## src/rtl/vram_port_arbiter_if.sv

```systemverilog
// Bus bundle between the VRAM arbiter, its two requesters and the block RAM.
// The arbiter uses the slave view; the requesters and RAM model use master.
interface vram_port_arbiter_if #(
  parameter int DATA_W = 32,
  parameter int ADDR_W = 10
);
  logic                  vid_req;
  logic [ADDR_W-1:0]     vid_addr;
  logic                  vid_gnt;
  logic                  vid_rvalid;
  logic [DATA_W-1:0]     vid_rdata;

  logic                  host_valid;
  logic                  host_we;
  logic [ADDR_W-1:0]     host_addr;
  logic [DATA_W-1:0]     host_wdata;
  logic [DATA_W/8-1:0]   host_wstrb;
  logic                  host_ready;
  logic                  host_rvalid;
  logic [DATA_W-1:0]     host_rdata;

  logic                  bram_en;
  logic [DATA_W/8-1:0]   bram_we;
  logic [ADDR_W-1:0]     bram_addr;
  logic [DATA_W-1:0]     bram_din;
  logic [DATA_W-1:0]     bram_dout;

  modport slave (
    input  vid_req, vid_addr,
    input  host_valid, host_we, host_addr, host_wdata, host_wstrb,
    input  bram_dout,
    output vid_gnt, vid_rvalid, vid_rdata,
    output host_ready, host_rvalid, host_rdata,
    output bram_en, bram_we, bram_addr, bram_din
  );

  modport master (
    output vid_req, vid_addr,
    output host_valid, host_we, host_addr, host_wdata, host_wstrb,
    output bram_dout,
    input  vid_gnt, vid_rvalid, vid_rdata,
    input  host_ready, host_rvalid, host_rdata,
    input  bram_en, bram_we, bram_addr, bram_din
  );
endinterface

```

## src/rtl/vram_port_arbiter.sv

```systemverilog
// Shares one single-port VRAM between video scan-out (fixed priority) and the
// host register path, with a starvation limit that forces a host grant.
module vram_port_arbiter #(
  parameter int DATA_W   = 32,
  parameter int ADDR_W   = 10,
  parameter int DEPTH    = 601,
  parameter int MAX_WAIT = 4
) (
  input  logic                S_AXI_ACLK,
  input  logic                S_AXI_ARESETN,
  vram_port_arbiter_if.slave  bus,
  output logic [15:0]         forced_cnt
);

  localparam logic [7:0]  MAX_WAIT_L = 8'(MAX_WAIT);
  localparam logic [31:0] DEPTH_L    = 32'(DEPTH);

  logic [7:0]        wait_cnt;
  logic              force_grant;
  logic              any_gnt;
  logic              in_range;
  logic              host_wr;
  logic [ADDR_W-1:0] gnt_addr;
  logic              vid_pend;
  logic              host_pend;
  logic              oor_pend;

  assign force_grant    = bus.host_valid && (wait_cnt == MAX_WAIT_L);
  assign bus.host_ready = bus.host_valid && (!bus.vid_req || force_grant);
  assign bus.vid_gnt    = bus.vid_req && !bus.host_ready;
  assign any_gnt        = bus.host_ready || bus.vid_gnt;

  assign gnt_addr = bus.host_ready ? bus.host_addr : bus.vid_addr;
  assign in_range = {{(32-ADDR_W){1'b0}}, gnt_addr} < DEPTH_L;
  assign host_wr  = bus.host_ready && bus.host_we && in_range;

  // Out-of-range grants keep the RAM idle; addr/din stay 0 when nothing is granted.
  assign bus.bram_en   = any_gnt && in_range;
  assign bus.bram_addr = bus.bram_en ? gnt_addr : '0;
  assign bus.bram_we   = host_wr ? bus.host_wstrb : '0;
  assign bus.bram_din  = host_wr ? bus.host_wdata : '0;

  assign bus.vid_rvalid  = vid_pend;
  assign bus.host_rvalid = host_pend;
  assign bus.vid_rdata   = (vid_pend && !oor_pend) ? bus.bram_dout : '0;
  assign bus.host_rdata  = (host_pend && !oor_pend) ? bus.bram_dout : '0;

  always_ff @(posedge S_AXI_ACLK or negedge S_AXI_ARESETN) begin
    if (!S_AXI_ARESETN) begin
      vid_pend   <= 1'b0;
      host_pend  <= 1'b0;
      oor_pend   <= 1'b0;
      wait_cnt   <= '0;
      forced_cnt <= '0;
    end else begin
      vid_pend  <= bus.vid_gnt;
      host_pend <= bus.host_ready && !bus.host_we;
      // Only one grant per cycle, so a single out-of-range flag covers both owners.
      oor_pend  <= any_gnt && !in_range;

      if (!bus.host_valid || bus.host_ready)
        wait_cnt <= '0;
      else if (wait_cnt != MAX_WAIT_L)
        wait_cnt <= wait_cnt + 8'd1;

      if (force_grant && bus.vid_req && (forced_cnt != 16'hFFFF))
        forced_cnt <= forced_cnt + 16'd1;
    end
  end

endmodule

```

## src/flat_wrapper.sv

```systemverilog
// flat-port wrapper written by rule: the top's interface ports become plain ports
module vram_port_arbiter_flat 
#(
  parameter int DATA_W   = 32,
  parameter int ADDR_W   = 10,
  parameter int DEPTH    = 601,
  parameter int MAX_WAIT = 4
)
  (S_AXI_ACLK, S_AXI_ARESETN, forced_cnt, bus_vid_req, bus_vid_addr, bus_host_valid, bus_host_we, bus_host_addr, bus_host_wdata, bus_host_wstrb, bus_bram_dout, bus_vid_gnt, bus_vid_rvalid, bus_vid_rdata, bus_host_ready, bus_host_rvalid, bus_host_rdata, bus_bram_en, bus_bram_we, bus_bram_addr, bus_bram_din);
  vram_port_arbiter_if #(.DATA_W(DATA_W), .ADDR_W(ADDR_W)) bus_i ();
  input  logic S_AXI_ACLK;
  input  logic S_AXI_ARESETN;
  output logic [15:0] forced_cnt;
  input wire logic [$bits(bus_i.vid_req)-1:0] bus_vid_req;
  input wire logic [$bits(bus_i.vid_addr)-1:0] bus_vid_addr;
  input wire logic [$bits(bus_i.host_valid)-1:0] bus_host_valid;
  input wire logic [$bits(bus_i.host_we)-1:0] bus_host_we;
  input wire logic [$bits(bus_i.host_addr)-1:0] bus_host_addr;
  input wire logic [$bits(bus_i.host_wdata)-1:0] bus_host_wdata;
  input wire logic [$bits(bus_i.host_wstrb)-1:0] bus_host_wstrb;
  input wire logic [$bits(bus_i.bram_dout)-1:0] bus_bram_dout;
  output wire logic [$bits(bus_i.vid_gnt)-1:0] bus_vid_gnt;
  output wire logic [$bits(bus_i.vid_rvalid)-1:0] bus_vid_rvalid;
  output wire logic [$bits(bus_i.vid_rdata)-1:0] bus_vid_rdata;
  output wire logic [$bits(bus_i.host_ready)-1:0] bus_host_ready;
  output wire logic [$bits(bus_i.host_rvalid)-1:0] bus_host_rvalid;
  output wire logic [$bits(bus_i.host_rdata)-1:0] bus_host_rdata;
  output wire logic [$bits(bus_i.bram_en)-1:0] bus_bram_en;
  output wire logic [$bits(bus_i.bram_we)-1:0] bus_bram_we;
  output wire logic [$bits(bus_i.bram_addr)-1:0] bus_bram_addr;
  output wire logic [$bits(bus_i.bram_din)-1:0] bus_bram_din;
  assign bus_i.vid_req = bus_vid_req;
  assign bus_i.vid_addr = bus_vid_addr;
  assign bus_i.host_valid = bus_host_valid;
  assign bus_i.host_we = bus_host_we;
  assign bus_i.host_addr = bus_host_addr;
  assign bus_i.host_wdata = bus_host_wdata;
  assign bus_i.host_wstrb = bus_host_wstrb;
  assign bus_i.bram_dout = bus_bram_dout;
  assign bus_vid_gnt = bus_i.vid_gnt;
  assign bus_vid_rvalid = bus_i.vid_rvalid;
  assign bus_vid_rdata = bus_i.vid_rdata;
  assign bus_host_ready = bus_i.host_ready;
  assign bus_host_rvalid = bus_i.host_rvalid;
  assign bus_host_rdata = bus_i.host_rdata;
  assign bus_bram_en = bus_i.bram_en;
  assign bus_bram_we = bus_i.bram_we;
  assign bus_bram_addr = bus_i.bram_addr;
  assign bus_bram_din = bus_i.bram_din;
  vram_port_arbiter #(.DATA_W(DATA_W), .ADDR_W(ADDR_W), .DEPTH(DEPTH), .MAX_WAIT(MAX_WAIT)) u_core (.S_AXI_ACLK(S_AXI_ACLK), .S_AXI_ARESETN(S_AXI_ARESETN), .bus(bus_i), .forced_cnt(forced_cnt));
endmodule
```

## config.mk

```make
export PLATFORM = sky130hd
export DESIGN_NAME = vram_port_arbiter_flat
export DESIGN_NICKNAME = d
export VERILOG_FILES = /design/src/rtl/vram_port_arbiter_if.sv /design/src/rtl/vram_port_arbiter.sv /design/src/flat_wrapper.sv
export SDC_FILE = /design/constraint.sdc
export NUM_CORES = 1
export LEC_CHECK = 0
export BUFFER_PORTS_ARGS = -buffer_cell sky130_fd_sc_hd__clkbuf_2
export CAP_MARGIN = 5
export CORE_ASPECT_RATIO = 0.8
export CORE_MARGIN = 2
export CORE_UTILIZATION = 37
export DETAILED_ROUTE_END_ITERATION = 16
export PLACE_DENSITY = 0.81
export SLEW_MARGIN = 20
export SYNTH_ARGS = -nofsm -noshare
export SYNTH_HDL_FRONTEND = slang
export SYNTH_SLANG_ARGS = --single-unit
```

## constraint.sdc

```tcl
create_clock -name S_AXI_ACLK -period 2.15 [get_ports S_AXI_ACLK]
set_clock_uncertainty 0.1 [all_clocks]
set_input_delay 0.215 -clock S_AXI_ACLK [delete_from_list [all_inputs] [get_ports S_AXI_ACLK]]
set_output_delay 0.215 -clock S_AXI_ACLK [all_outputs]
set_load 0.02 [all_outputs]
```

==> results.yml <==
die:
  dieArea_um2: 7050
  initial_core_util_pct: 37.6
  dieWidth_um: 93.4
  rows: 26
  core_um2: 6280
  pin_count: 224
  fp.dieH_um: 75.5
placement:
  dpl_cell_area_um2: 3600
  dp.cells: 591
  portBuffers: 223
  place_congestion: 0.861
  dp_hpwl_um: 7700
setup_path:
  crit_fanout: 5
  r2r-end: "u_core.forced_cnt[8]"
  worstPathArrival_ns: 2.10
  crit_type: "reg2out"
  r2r_cells: 7
  start_kind: "flip-flop"
  reg2reg_from: "u_core.wait_cnt[4]"
  crit_path_end_kind: "primary output"
  crit_required_ns: 1.84
  r2r_setup_slack_ns: -0.04
  critPathLaunch: "u_core.wait_cnt[4]"
global_routing:
  grt_pass1_vias: 2460
  grt_pass1_wl_um: 13400
  grt_max_degree: 37
  antenna_found_initial: 2
  grt_overflow: 0
  grt.total_usage_pct: 24.8
clock_network:
  root_buffer: "clkbuf_8"
  numCtsBuffers: 3
  clock-sinks: 27
  cts_tree: "done"
  clkLatencyLatePin_ns: 0.27
  clock_path_buffers: 2
  h-tree-depth: 1
  clk_pin_slew_ns: 0.10
layout:
  drive_gt1_share_pct: 55.4
  fin_area_um2: 4260
  instances_no_fill: 608
  syn_to_final_growth_pct: 80.1
  fill_cells: 496
  fin_nets: 619
routing:
  via_per_inst: 5.03
  dr.first_iter.drc_count: 113
  postRouteAntennaNets: 0
  wl_per_cell_um: 17.9
  first_pass_iters: 5
  routed_wl_um: 10900
  drc: 0
  num_vias: 3059
worst_hold_path:
  worstHoldStart: "bus_host_valid"
  hold_end: "u_core.wait_cnt[1]"
  holdPathStages: 2
  worstHoldPathType: "in2reg"
yosys:
  syn_inst: 286
  async_reset_ff_share_pct: 100
  synth_seq_area_share_pct: 28.6
  syn_area_um2: 2360
  synth_edf_count: 0
  ys.flop_type: "dfrtp_1"
  synth_area_per_cell_um2: 8.26
  ys_warn_count: 0
  yosys.cell_types.count: 41
  synth_fp_nets: 382
  ys_ff_latch: 27
power:
  p_per_area_nw_per_um2: 328
  ir_drop_v: 0.000317
  p_leak_nw: 2.31
status:
  violations: "setup timing"
  status: "finished with violations"
timing:
  setup_ws_ns: -0.268
  fin_crit_sh_pct: 112
  slew_violations: 0
  period_needed_ns: 2.42
  max_freq_mhz: 414
  worst_slew_pin_slew_ns: 0.660
  finalSetupViolCount: 50
  rsz0062_at_grt: "yes"
  slew_headroom_pct: 56.0
  hold_viol: 0
flow_run:
  maxCapViolations: 0
synthesized netlist by cell type, drive strengths merged (2+ instances only):
cell	count	area share [%]
a21oi	13	2.8
and2	101	27
nor3	4	0.85
inv	3	0.48
xor2	20	7.4
clkbuf	9	1.4
and4b	2	1.0
nor2b	2	0.53
nand3	33	7.5
o21a	2	0.64
ha	3	1.6
dfrtp	27	29
nand2	11	1.7
nor4b	2	0.74
nand4	3	0.79
buf	8	3.1
or3	2	0.53
nor4	11	5.5
and3	6	1.7
nor2	11	1.7
worst max-delay path, cell delays in order (launching register included):
cell	delay [ns]
dfrtp_1	0.41
buf_4	0.14
or4_4	0.50
o21ai_4	0.18
a31oi_4	0.12
buf_6	0.18
a21oi_2	0.14
clkbuf_8	0.17
power breakdown:
part	switching (mW)	internal (mW)
Clock	0.166	0.132
Combinational	0.329	0.249
Sequential	0.00492	0.514
stage by stage:
stage / hold slack (ns) / power [mW] / utilization (%) / setup TNS, ns / setup slack (ns)
finish: 0.185 / 1.40 / 67.8 / -10.63 / -0.268
global route: 0.199 / 1.46 / 67.8 / -14.21 / -0.334
CTS: 0.00269 / 1.34 / 62.8 / -7.06 / -0.183
detailed placement: 0.180 / 0.994 / 57.4 / 0 / 0.0139
global placement: 0.173 / 0.991 / 57.4 / 0 / 0.0133
floorplan: -0.181 / 0.770 / - / 0 / 0.0105
timing repair:
item | in CTS | in global routing
pin swaps | 3 | 3
resized for setup | 57 | 109
hold endpoints to repair | 27 | 1
cloned | 1 | 1
buffers inserted | 4 | 3
endpoints found under the setup margin | 47 | 55
hold buffers | 1 | 1
registers in the layout, summed over array words and instances, names as in the netlist:
name and flops:
u_core.oor_pend 1, u_core.bus.host_rvalid 1, u_core.bus.vid_rvalid 1, u_core.forced_cnt 16, u_core.wait_cnt 8
routing by layer:
layer / vias up / track usage (%) / part of all wire [%]
met5: - / 0 / 0
met4: 0 / 7.35 / 2.2
met3: 24 / 2.77 / 7.3
met2: 167 / 43.0 / 52
met1: 1432 / 33.1 / 38
li1: 1436 / - / -
cells by family (layout without fill, tap and decap cells):
| family | after synthesis | in the layout | synth area share [%] |
|---|---|---|---|
| other | 0 | 2 | 0 |
| adders and majority gates | 3 | 3 | 1.59 |
| buffers and inverters | 20 | 255 | 5.03 |
| AOI/OAI and AO/OA | 19 | 19 | 4.82 |
| DFF | 27 | 27 | 28.6 |
| and+or+nand+nor | 195 | 196 | 51.7 |
| xor gates and xnor gates | 21 | 21 | 7.78 |
| muxes | 1 | 1 | 0.476 |
worst max path at each step:
stage | slack, ns | endpoint
detailed placement | 0.01 | bus_bram_en
global placement | 0.01 | bus_bram_en
CTS | -0.18 | bus_bram_we[0]
global route | -0.33 | bus_bram_din[31]
finish | -0.27 | bus_bram_addr[2]
floorplan | 0.01 | bus_bram_addr[0]
cell usage in the layout (no fill, tap or decap), types with 3 or more instances in the layout:
cell,n
and2_1,100
nand3_4,3
dfrtp_1,27
nor2_1,10
nor4_1,3
clkbuf_8,12
buf_4,27
clkbuf_2,175
nor4_4,3
nand2_1,10
nor3_1,4
and3_1,4
nor4_2,5
buf_6,27
xor2_1,20
a21oi_2,4
buf_8,7
a21oi_4,7
nand4_1,3
nand3_1,31
cell type report:
class	instances	area, um^2	share of cell area, %
Multi-Input combinational cell	240	1760	41.3
Timing Repair Buffer	248	1650	38.8
Sequential cell	27	676	15.9
Tap cell	84	105	2.47
Clock buffer	3	41.3	0.970
Inverter	3	11.3	0.264
Clock inverter	1	7.51	0.176
Antenna cell	2	5.00	0.118
(Power assumes the default switching activity.)
